## config.mk

```make
export PLATFORM = sky130hd
export DESIGN_NAME = theta_slice
export DESIGN_NICKNAME = d
export VERILOG_FILES = /design/src/rtl/theta_slice.sv
export SDC_FILE = /design/constraint.sdc
export NUM_CORES = 1
export LEC_CHECK = 0
export CORE_UTILIZATION = 50
export CTS_BUF_LIST = sky130_fd_sc_hd__clkbuf_8 sky130_fd_sc_hd__clkbuf_16
export CTS_CLUSTER_DIAMETER = 50
export DETAILED_ROUTE_END_ITERATION = 10
export PLACE_DENSITY = 0.91
export SYNTH_ARGS = -nofsm -noshare
export SYNTH_HDL_FRONTEND = slang
export SYNTH_SLANG_ARGS = --single-unit
```

## constraint.sdc

```tcl
create_clock -name clk -period 3.6 [get_ports clk]
set_input_delay 0.36 -clock clk [delete_from_list [all_inputs] [get_ports clk]]
set_output_delay 0.36 -clock clk [all_outputs]
set_load 0.05 [all_outputs]
```

## src/rtl/theta_slice.sv

```systemverilog
// theta_slice: slice-serial Keccak-f[1600] theta stage.
// Each round takes one seed slice (standing in for slice 63 of the previous
// round), then 64 slices z = 0..63. Every accepted slice gets theta applied
// and is registered one cycle later. The column parity of each *input*
// slice is kept so that slice z can use the parity of slice z-1.
// Bit index inside a slice is 5*y + x.

module theta_slice (
    input  logic        clk,
    input  logic        rst,
    input  logic        pre_load,
    input  logic [0:24] pre_theta,
    input  logic        slice_valid,
    input  logic [0:24] slice_in,
    output logic [0:24] slice_out,
    output logic        out_valid,
    output logic        out_last,
    output logic        busy,
    output logic        seq_err
);

    localparam logic [1:0] ST_IDLE  = 2'd0;
    localparam logic [1:0] ST_ARMED = 2'd1;
    localparam logic [1:0] ST_RUN   = 2'd2;

    // Column parity: P[x] = xor over the five rows y of s[5y+x].
    function automatic logic [0:4] col_parity(input logic [0:24] s);
        logic [0:4] p;
        p[0] = s[0] ^ s[5] ^ s[10] ^ s[15] ^ s[20];
        p[1] = s[1] ^ s[6] ^ s[11] ^ s[16] ^ s[21];
        p[2] = s[2] ^ s[7] ^ s[12] ^ s[17] ^ s[22];
        p[3] = s[3] ^ s[8] ^ s[13] ^ s[18] ^ s[23];
        p[4] = s[4] ^ s[9] ^ s[14] ^ s[19] ^ s[24];
        return p;
    endfunction

    // Theta on one slice: D[x] = P(cur)[x-1] ^ prev[x+1], applied to every row.
    function automatic logic [0:24] theta_apply(input logic [0:24] s,
                                                input logic [0:4]  pv);
        logic [0:4] c;
        logic [0:4] d;
        c    = col_parity(s);
        d[0] = c[4] ^ pv[1];
        d[1] = c[0] ^ pv[2];
        d[2] = c[1] ^ pv[3];
        d[3] = c[2] ^ pv[4];
        d[4] = c[3] ^ pv[0];
        return s ^ {d, d, d, d, d};
    endfunction

    logic [1:0] state_r;
    logic [1:0] state_nx_s;
    logic [0:4] prev_r;
    logic [5:0] zcnt_r;
    logic       accept_s;
    logic       load_s;
    logic       err_s;
    logic       last_s;

    // Sequencing decisions: what the current inputs mean in the current state.
    always_comb begin
        accept_s   = 1'b0;
        load_s     = 1'b0;
        err_s      = 1'b0;
        state_nx_s = state_r;
        case (state_r)
            ST_IDLE: begin
                if (pre_load) begin
                    // pre_load wins; a coincident slice is dropped and flagged
                    load_s     = 1'b1;
                    err_s      = slice_valid;
                    state_nx_s = ST_ARMED;
                end else if (slice_valid) begin
                    err_s = 1'b1;
                end else begin
                    state_nx_s = ST_IDLE;
                end
            end
            ST_ARMED: begin
                if (slice_valid) begin
                    // slice z = 0 uses the already-loaded seed; pre_load ignored
                    accept_s   = 1'b1;
                    state_nx_s = ST_RUN;
                end else if (pre_load) begin
                    load_s = 1'b1;
                end else begin
                    state_nx_s = ST_ARMED;
                end
            end
            ST_RUN: begin
                if (slice_valid) begin
                    accept_s = 1'b1;
                    if (zcnt_r == 6'd63) begin
                        state_nx_s = ST_IDLE;
                    end else begin
                        state_nx_s = ST_RUN;
                    end
                end else begin
                    state_nx_s = ST_RUN;
                end
                // a seed mid-round (including on the final slice) is an error
                if (pre_load) begin
                    err_s = 1'b1;
                end else begin
                    err_s = 1'b0;
                end
            end
            default: begin
                state_nx_s = ST_IDLE;
            end
        endcase
        last_s = accept_s && (zcnt_r == 6'd63);
    end

    // State register and the busy flag derived from the next state.
    always_ff @(posedge clk or posedge rst) begin
        if (rst) begin
            state_r <= ST_IDLE;
            busy    <= 1'b0;
        end else begin
            state_r <= state_nx_s;
            busy    <= (state_nx_s != ST_IDLE);
        end
    end

    // Previous-slice parity and slice counter.
    always_ff @(posedge clk or posedge rst) begin
        if (rst) begin
            prev_r <= 5'd0;
            zcnt_r <= 6'd0;
        end else if (load_s) begin
            prev_r <= col_parity(pre_theta);
            zcnt_r <= 6'd0;
        end else if (accept_s) begin
            prev_r <= col_parity(slice_in);
            zcnt_r <= zcnt_r + 6'd1;
        end
    end

    // Output register: theta result, valid pulse and last-slice marker.
    always_ff @(posedge clk or posedge rst) begin
        if (rst) begin
            slice_out <= 25'd0;
            out_valid <= 1'b0;
            out_last  <= 1'b0;
        end else begin
            out_valid <= accept_s;
            out_last  <= last_s;
            if (accept_s) begin
                slice_out <= theta_apply(slice_in, prev_r);
            end
        end
    end

    // Sticky sequencing-error flag, cleared only by reset.
    always_ff @(posedge clk or posedge rst) begin
        if (rst) begin
            seq_err <= 1'b0;
        end else if (err_s) begin
            seq_err <= 1'b1;
        end
    end

endmodule

```

## After elaboration in Yosys (flattened, before gate mapping)

Index checks and enable logic that the tools add are counted.
Widths: inputs -> output; s select.

- Multiplexer cells: 18
- Add/sub/neg operators: 1
- Bitwise operators: 46
- Reductions and logical operators: 5
- Eq/ne operators: 3

Operators with widths:

| kind | number |
|---|---|
| $xor 1x1->1 | 45 |
| $xor 25x25->25 | 1 |
| $mux 2 | 6 |
| $mux 6 | 2 |
| $mux 5 | 2 |
| $add 6x1->6 const B | 1 |
| $eq 6x6->1 const B | 1 |
| $pmux 2 s3 | 1 |
| $mux 1 | 5 |
| $pmux 1 s2 | 2 |
| $reduce_bool 2->1 | 2 |
| $eq 2x1->1 const B | 1 |
| $eq 2x2->1 const B | 1 |
| $logic_not 2->1 | 1 |
| $reduce_or 2->1 | 1 |
| $logic_and 1x1->1 | 1 |

- Flip-flop bits (word level): 42
- Output and inout bits: 29
- Bits of input ports: 54

## Depth between registers and ports, before layout

Gate-level depths: netlist (run 1).

- Depth in word-level cells: 6
- Depth in mapped cells: 9
- Gate-level depth less buffers: 7

## Worst setup path after synthesis (run 1)

No wires, ideal clock.

- Path type: reg2reg
- Start: register state_r[0]
- End: register zcnt_r[5]
- Clock period less this slack: 1.739 ns
- Arrival: 1.607 ns
- Slack: 1.861 ns
- Stages on the path, launching flop included: 10
- Library setup time: 0.132 ns
- Cells stage by stage: dfrtp_1 inv_1 ha_1 nand2_1 clkbuf_1 inv_1 buf_2 nand4_1 xor2_1 nor2_1

- Cells in the longest elaborated chain, start to end: 4
- Elaborated cells on any way between the ends: 8
- Classes of those cells: eq/ne: 2; mux: 3; reduce/logical: 3

RTL lines:

| item | line | source |
|---|---|---|
| start, declared | 51 | `logic [1:0] state_r;` |
| start signal, assigned | 121 | `state_r <= state_nx_s;` |
| $eq 2x2->1 or $eq 2x1->1 (tied branches) | 66 | `case (state_r)` |
| $reduce_or 2->1 (no line) | -- |  |
| $mux 1 | -- |  |
| $reduce_bool 2->1 (no line) | -- |  |
| end signal, assigned | 136 | `zcnt_r <= zcnt_r + 6'd1;` |
| end, declared | 54 | `logic [5:0] zcnt_r;` |

Several ways; a longest one is shown, not always the timed one.
A chain may end at the register's enable or synchronous reset.

## Worst setup path in the final report (run 1)

- Start: register state_r[0]
- End: register zcnt_r[4]

Same word-level chain as after synthesis.

==> results.yml, run 1 <==
placed_design:
  place_hpwl_um: 3830
  portBuffers: 82
  finalWeightedCongestion: 0.794
  dpl.cell_count: 357
yosys:
  synth-seq-cells: 42
  syn_avg_cell_area_um2: 11.7
  synthDistinctLibCells: 31
  yosys_warnings: 0
  seq_area_frac_synth_pct: 41.7
  synth_cells: 216
  syn-cell-area_um2: 2520
  syn_nets: 275
finish:
  area_delta_synth_final_pct: 38.3
  fill_cells: 321
  fin_cells: 365
  nets: 356
  finalCoreUtilization_pct: 72.9
  drive_above_1_share_pct: 9.06
  diodes: 0
cts:
  cts_setup_buffers: 0
  cts_buffers: 5
  ctsResizeCount: 0
  clk_pin_slew_ns: 0.07
  clk_path_buf_depth: 2
  cts_tree: "yes"
  cts_sinks: 42
  clockRootBuffer: "clkbuf_8"
  h-tree-depth: 2
  clock_latency_ns: 0.30
  ctsHoldBuffers: 0
sta:
  hold_viol_final: 0
  worstMarginPinSlew_ns: 0.837
  fin_tns_setup_ns: 0
  clock_skew_ns: 0.0114
  slew_headroom_pct: 44.1
  min_period_ns: 1.96
  final_max_slew_viol_count: 0
  rsz0062_at_grt: "no"
  timing.fmax_mhz: 511
  period_share_pct: 54.4
  setup_viol: 0
critical_path:
  cp-end-kind: "register"
  critPathRequiredTime_ns: 3.76
  crit_type: "register to register"
  r2r-start: "state_r[0]"
  critPathArrivalTime_ns: 2.12
  start_kind: "register"
  worstPathMaxFanout: 21
  startpoint: "state_r[0]"
power_and_ir_drop:
  p_comb_share_pct: 62.1
  p_leak_nw: 1.55
  switchingPower_mw: 1.32
  swShare_pct: 44.4
  ir_worst_vdd_uv: 556
  power_density_nw_per_um2: 854
  power_frac_clock_pct: 10.3
  p_int_mw: 1.66
  pwr-share-seq_pct: 27.6
min_path:
  hold_class: "register to register"
  min_from: "seq_err"
routing:
  vias: 1804
  drc: 0
  drt_iter0_drc: 53
  vias_per_cell: 4.94
  antenna_left: 0
  drt_pass1_iterations: 4
  routedWlPerCell_um: 13.4
  routed_wl_um: 4900
global_route:
  grt_start_max_net_pins: 43
  grt_pass1_wl_um: 8200
  grt_pass1_vias: 1805
  antenna_found_initial: 0
  grt_usage_pct: 20.6
  grt-ovfl-total: 0
floorplanning:
  dieArea_um2: 5330
  rows: 25
  fp.dieW_um: 73.0
  io_pins: 83
  start_util_pct: 52.7
  core_area_um2: 4790
  fp.dieH_um: 73.0
status:
  outcome: "complete, no violations"
run:
  max_cap_viol_count: 0
==> critical path, cell delays in order, from the launching register on <==
cell and delay [ns]:
dfrtp_1 0.43, inv_1 0.09, ha_1 0.28, nand2_1 0.06
inv_1 0.54, nand4_1 0.20, xor2_1 0.17, nor2_1 0.06
==> worst paths after layout <==
check / to / slack, ns / cells after the start
min: seq_err / 0.48 / 1
max: zcnt_r[4] / 1.64 / 7
max reg2reg: zcnt_r[4] / 1.64 / 7
max in group asynchronous: slice_out[19] / 2.52 / 2
min in group asynchronous: slice_out[3] / 0.56 / 2
min reg2reg: seq_err / 0.48 / 1
==> sequential cells by signal, indices dropped and copies added (netlist names) <==
register / count
zcnt_r: 6
slice_out: 25
busy: 1
state_r: 2
prev_r: 5
out_valid: 1
seq_err: 1
out_last: 1
==> logic make-up after synthesis <==
logic type	synth area share [%]
adders and majority gates	2.48
xor gates and xnor gates	33.3
muxes	4.91
buffers and inverters	2.18
and+or+nand+nor	8.04
DFF	41.7
AOI/OAI and AO/OA	7.39
==> placed cells by master (no fill, tap or decap), types with 6 or more instances in the layout <==
| cell type | n |
|---|---|
| a21oi_1 | 6 |
| xnor3_1 | 11 |
| clkbuf_8 | 6 |
| nand2_1 | 25 |
| clkdlybuf4s50_1 | 82 |
| o21ai_0 | 9 |
| o21ai_1 | 10 |
| xor2_1 | 11 |
| dfrtp_1 | 42 |
| nor2_1 | 8 |
| xnor2_1 | 37 |
| mux2_2 | 11 |
==> layout make-up <==
class	count	area [um^2]	share of cell area, %
clock buffer	6	82.6	2.37
clock inverter	2	8.76	0.251
inverter	5	18.8	0.538
multi-input combinational	160	1420	40.6
sequential	42	1050	30.1
tap	67	83.8	2.40
timing repair buffer	83	828	23.7
==> stage by stage <==
stage	power [mW]	worst slack [ns]	area (um^2)	hold slack [ns]
after floorplan	2.18	1.86	2520	0.504
after global placement	2.64	1.43	3400	0.467
after detailed placement	2.70	1.37	3400	0.472
after CTS	3.01	1.63	3490	0.489
after global routing	3.17	1.44	3490	0.505
final	2.98	1.64	3490	0.484
==> synthesized netlist by cell type <==
master | count | share of area (%)
xnor2_1 | 37 | 13
a21oi_1 | 6 | 1.2
nand4_1 | 3 | 0.74
o21a_1 | 1 | 0.30
inv_1 | 5 | 0.74
nor2_1 | 8 | 1.2
buf_1 | 2 | 0.30
xnor3_1 | 11 | 9.8
and3_1 | 1 | 0.25
a221o_1 | 1 | 0.40
xor3_1 | 1 | 0.94
xor3_2 | 5 | 5.0
nand2_1 | 25 | 3.7
nand3b_1 | 2 | 0.60
a22oi_1 | 4 | 1.2
and3b_1 | 1 | 0.35
nand2b_1 | 2 | 0.50
xnor3_2 | 1 | 0.94
a21o_1 | 1 | 0.30
mux2_2 | 11 | 4.9
o21ai_0 | 9 | 1.8
buf_2 | 2 | 0.40
dfrtp_1 | 42 | 42
nand3_1 | 1 | 0.20
or2_2 | 1 | 0.25
xor2_1 | 11 | 3.8
ha_1 | 5 | 2.5
a31oi_1 | 1 | 0.25
nor2b_1 | 1 | 0.25
clkbuf_1 | 5 | 0.74
o21ai_1 | 10 | 2.0
==> power by group through the flow <==
stage	logic, mW	clock network (mW)	registers, mW
final	1.85	0.308	0.822
after global routing	1.98	0.335	0.851
after CTS	1.87	0.316	0.825
after detailed placement	1.87	0	0.829
after global placement	1.82	0	0.823
after floorplan	0.872	0	1.30
==> routing by layer <==
layer / GRT usage, % / share of wire (%) / vias to the layer above
li1: - / - / 885
met1: 24.2 / 42 / 863
met2: 36.7 / 53 / 50
met3: 4.56 / 4.1 / 6
met4: 7.41 / 0.94 / 0
met5: 0 / 0 / -
Power figures use the tool's default switching activity.
==> run 2: changes to the inputs <==
CORE_UTILIZATION = 42   (was 50)
PLACE_DENSITY = 0.82   (was 0.91)
clock period = 1.6 ns   (was 3.6 ns; I/O delays follow)
==> results.yml, run 2 (synthesis gave the netlist of run 1 again) <==
cts:
  clock_latency_ns: 0.29
  cts_tree: "yes"
  clk_path_buf_depth: 2
  cts_buffers: 5
  cts_sinks: 42
  h-tree-depth: 2
  clockRootBuffer: "clkbuf_8"
  ctsHoldBuffers: 0
  clk_pin_slew_ns: 0.08
finish:
  ff_latch_area_um2: 1050
  largest_reg_flops: 25
  multi_input_comb_area_um2: 1480
  nets: 392
  fill_cells: 413
  top_register: "slice_out"
  drive_above_1_share_pct: 31.1
  final_cell_mix: "buf_4, clkdlybuf4s50_1, dfrtp_1, xnor2_1, nand2_1"
  diodes: 0
  area_delta_synth_final_pct: 52.9
  fin_cells: 406
  final_common_cell: "buf_4"
  largestRegisters: "slice_out: 25 flops, zcnt_r: 6 flops, prev_r: 5 flops"
global_route:
  antenna_found_initial: 0
  met1_usage_pct: 21.8
  grt_util_met3_pct: 3.20
  grt_usage_pct: 17.6
  grt-ovfl-total: 0
  busiest_layer: "met2"
  grt_pass1_wl_um: 8530
  grt.met2_usage_pct: 31.5
  grt_start_max_net_pins: 43
  grt_pass1_vias: 1898
critical_path:
  start_kind: "register"
  critPathRequiredTime_ns: 1.78
  cp-end-kind: "register"
  worstPathMaxFanout: 4
  crit_type: "register to register"
  critPathArrivalTime_ns: 1.75
placed_design:
  pre_cts_slack_ns: -0.402
  portBuffers: 82
  place_hpwl_um: 4060
  finalWeightedCongestion: 0.811
  dpl.cell_count: 392
routing:
  drt_pass1_iterations: 4
  routed_wl_um: 5590
  drc: 0
  vias_per_cell: 4.77
  antenna_left: 0
  vias: 1935
  routedWlPerCell_um: 13.8
  drt_iter0_drc: 51
power_and_ir_drop:
  swShare_pct: 43.5
  power_density_nw_per_um2: 1900
  p_comb_share_pct: 63.4
  p_leak_nw: 1.86
  p_int_mw: 4.13
  pwr-share-seq_pct: 25.4
  ir_worst_vdd_uv: 1340
  power_frac_clock_pct: 11.2
  switchingPower_mw: 3.18
floorplanning:
  io_pins: 83
  core_area_um2: 5640
  fp.dieW_um: 79.5
  start_util_pct: 44.7
  rows: 27
  fp.dieH_um: 79.5
  dieArea_um2: 6320
sta:
  clock_skew_ns: 0.00978
  rsz0062_at_grt: "yes"
  min_period_ns: 1.57
  fin_tns_setup_ns: 0
  hold_ws_ns: 0.209
  worstMarginPinSlew_ns: 0.350
  slew_headroom_pct: 76.7
  timing.fmax_mhz: 638
  hold_viol_final: 0
  fin_ws_ns: 0.0320
  period_share_pct: 98.0
  final_max_slew_viol_count: 0
  setup_viol: 0
status:
  outcome: "complete, no violations"
min_path:
  hold_class: "primary input to async pin"
run:
  max_cap_viol_count: 0
## run 2: changes by cell type in the layout (fill, tap and decap cells not counted), sizes merged
| cell | change |
|---|---|
| dlygate4sd2 | +2 |
| clkinv | -1 |
| clkinvlp | +1 |
| bufinv | +1 |
| clkdlybuf4s50 | -37 |
| dlymetal6s2s | +6 |
| buf | +64 |
## run 2: cell type report
class / instances / share of cell area (%)
timing repair buffer: 119 / 28.5
multi-input combinational: 160 / 38.4
clock buffer: 5 / 1.78
tap: 72 / 2.34
inverter: 5 / 0.616
sequential: 42 / 27.2
clock inverter: 3 / 1.07
## run 2: metrics by stage
stage | area [um^2] | util, % | total power [mW]
2_1_floorplan | 2530 | - | 4.92
3_3_place_gp | 3580 | 63.5 | 6.05
3_5_place_dp | 3580 | 63.5 | 6.16
5_1_grt | 3860 | 68.4 | 7.73
6_report | 3860 | 68.4 | 7.31
4_1_cts | 3710 | 65.7 | 7.02
## run 2: critical path, stage by stage (launching register included)
cell,delay [ns]
dfrtp_1,0.45
inv_2,0.09
ha_4,0.17
and3b_1,0.15
o21ai_0,0.17
a31oi_1,0.14
or2_2,0.29
## run 2: final timing paths
check | from | endpoint | slack, ns | cells after the start
hold / removal | rst | slice_out[23] | 0.21 | 3
max in group asynchronous | rst | prev_r[3] | 1.18 | 3
min in group clk | slice_in[19] | slice_out[19] | 0.30 | 4
hold reg to reg | slice_out[23] | slice_out[23] | 0.49 | 2
setup reg to reg | state_r[0] | busy | 0.03 | 6
setup / recovery | state_r[0] | busy | 0.03 | 6
## run 2: what timing repair did
| action | 4_1_cts | 5_1_grt |
|---|---|---|
| pin swaps | 8 | 11 |
| setup endpoints to repair | 19 | 26 |
| gates resized for setup | 5 | 24 |
| buffers inserted | 1 | 4 |
| gates cloned | 0 | 1 |
## run 2: power by group through the flow
stage | Clock, mW | Sequential [mW] | Combinational [mW]
3_3_place_gp | 0 | 1.85 | 4.20
3_5_place_dp | 0 | 1.87 | 4.29
5_1_grt | 0.880 | 1.91 | 4.93
6_report | 0.820 | 1.86 | 4.63
4_1_cts | 0.840 | 1.85 | 4.32
2_1_floorplan | 0 | 2.93 | 1.99
## run 2: per-layer routing
metal	vias to the layer above	part of all wire, %
met5	-	0
met4	0	0.55
met3	5	3.9
met2	47	55
met1	928	41
li1	955	-
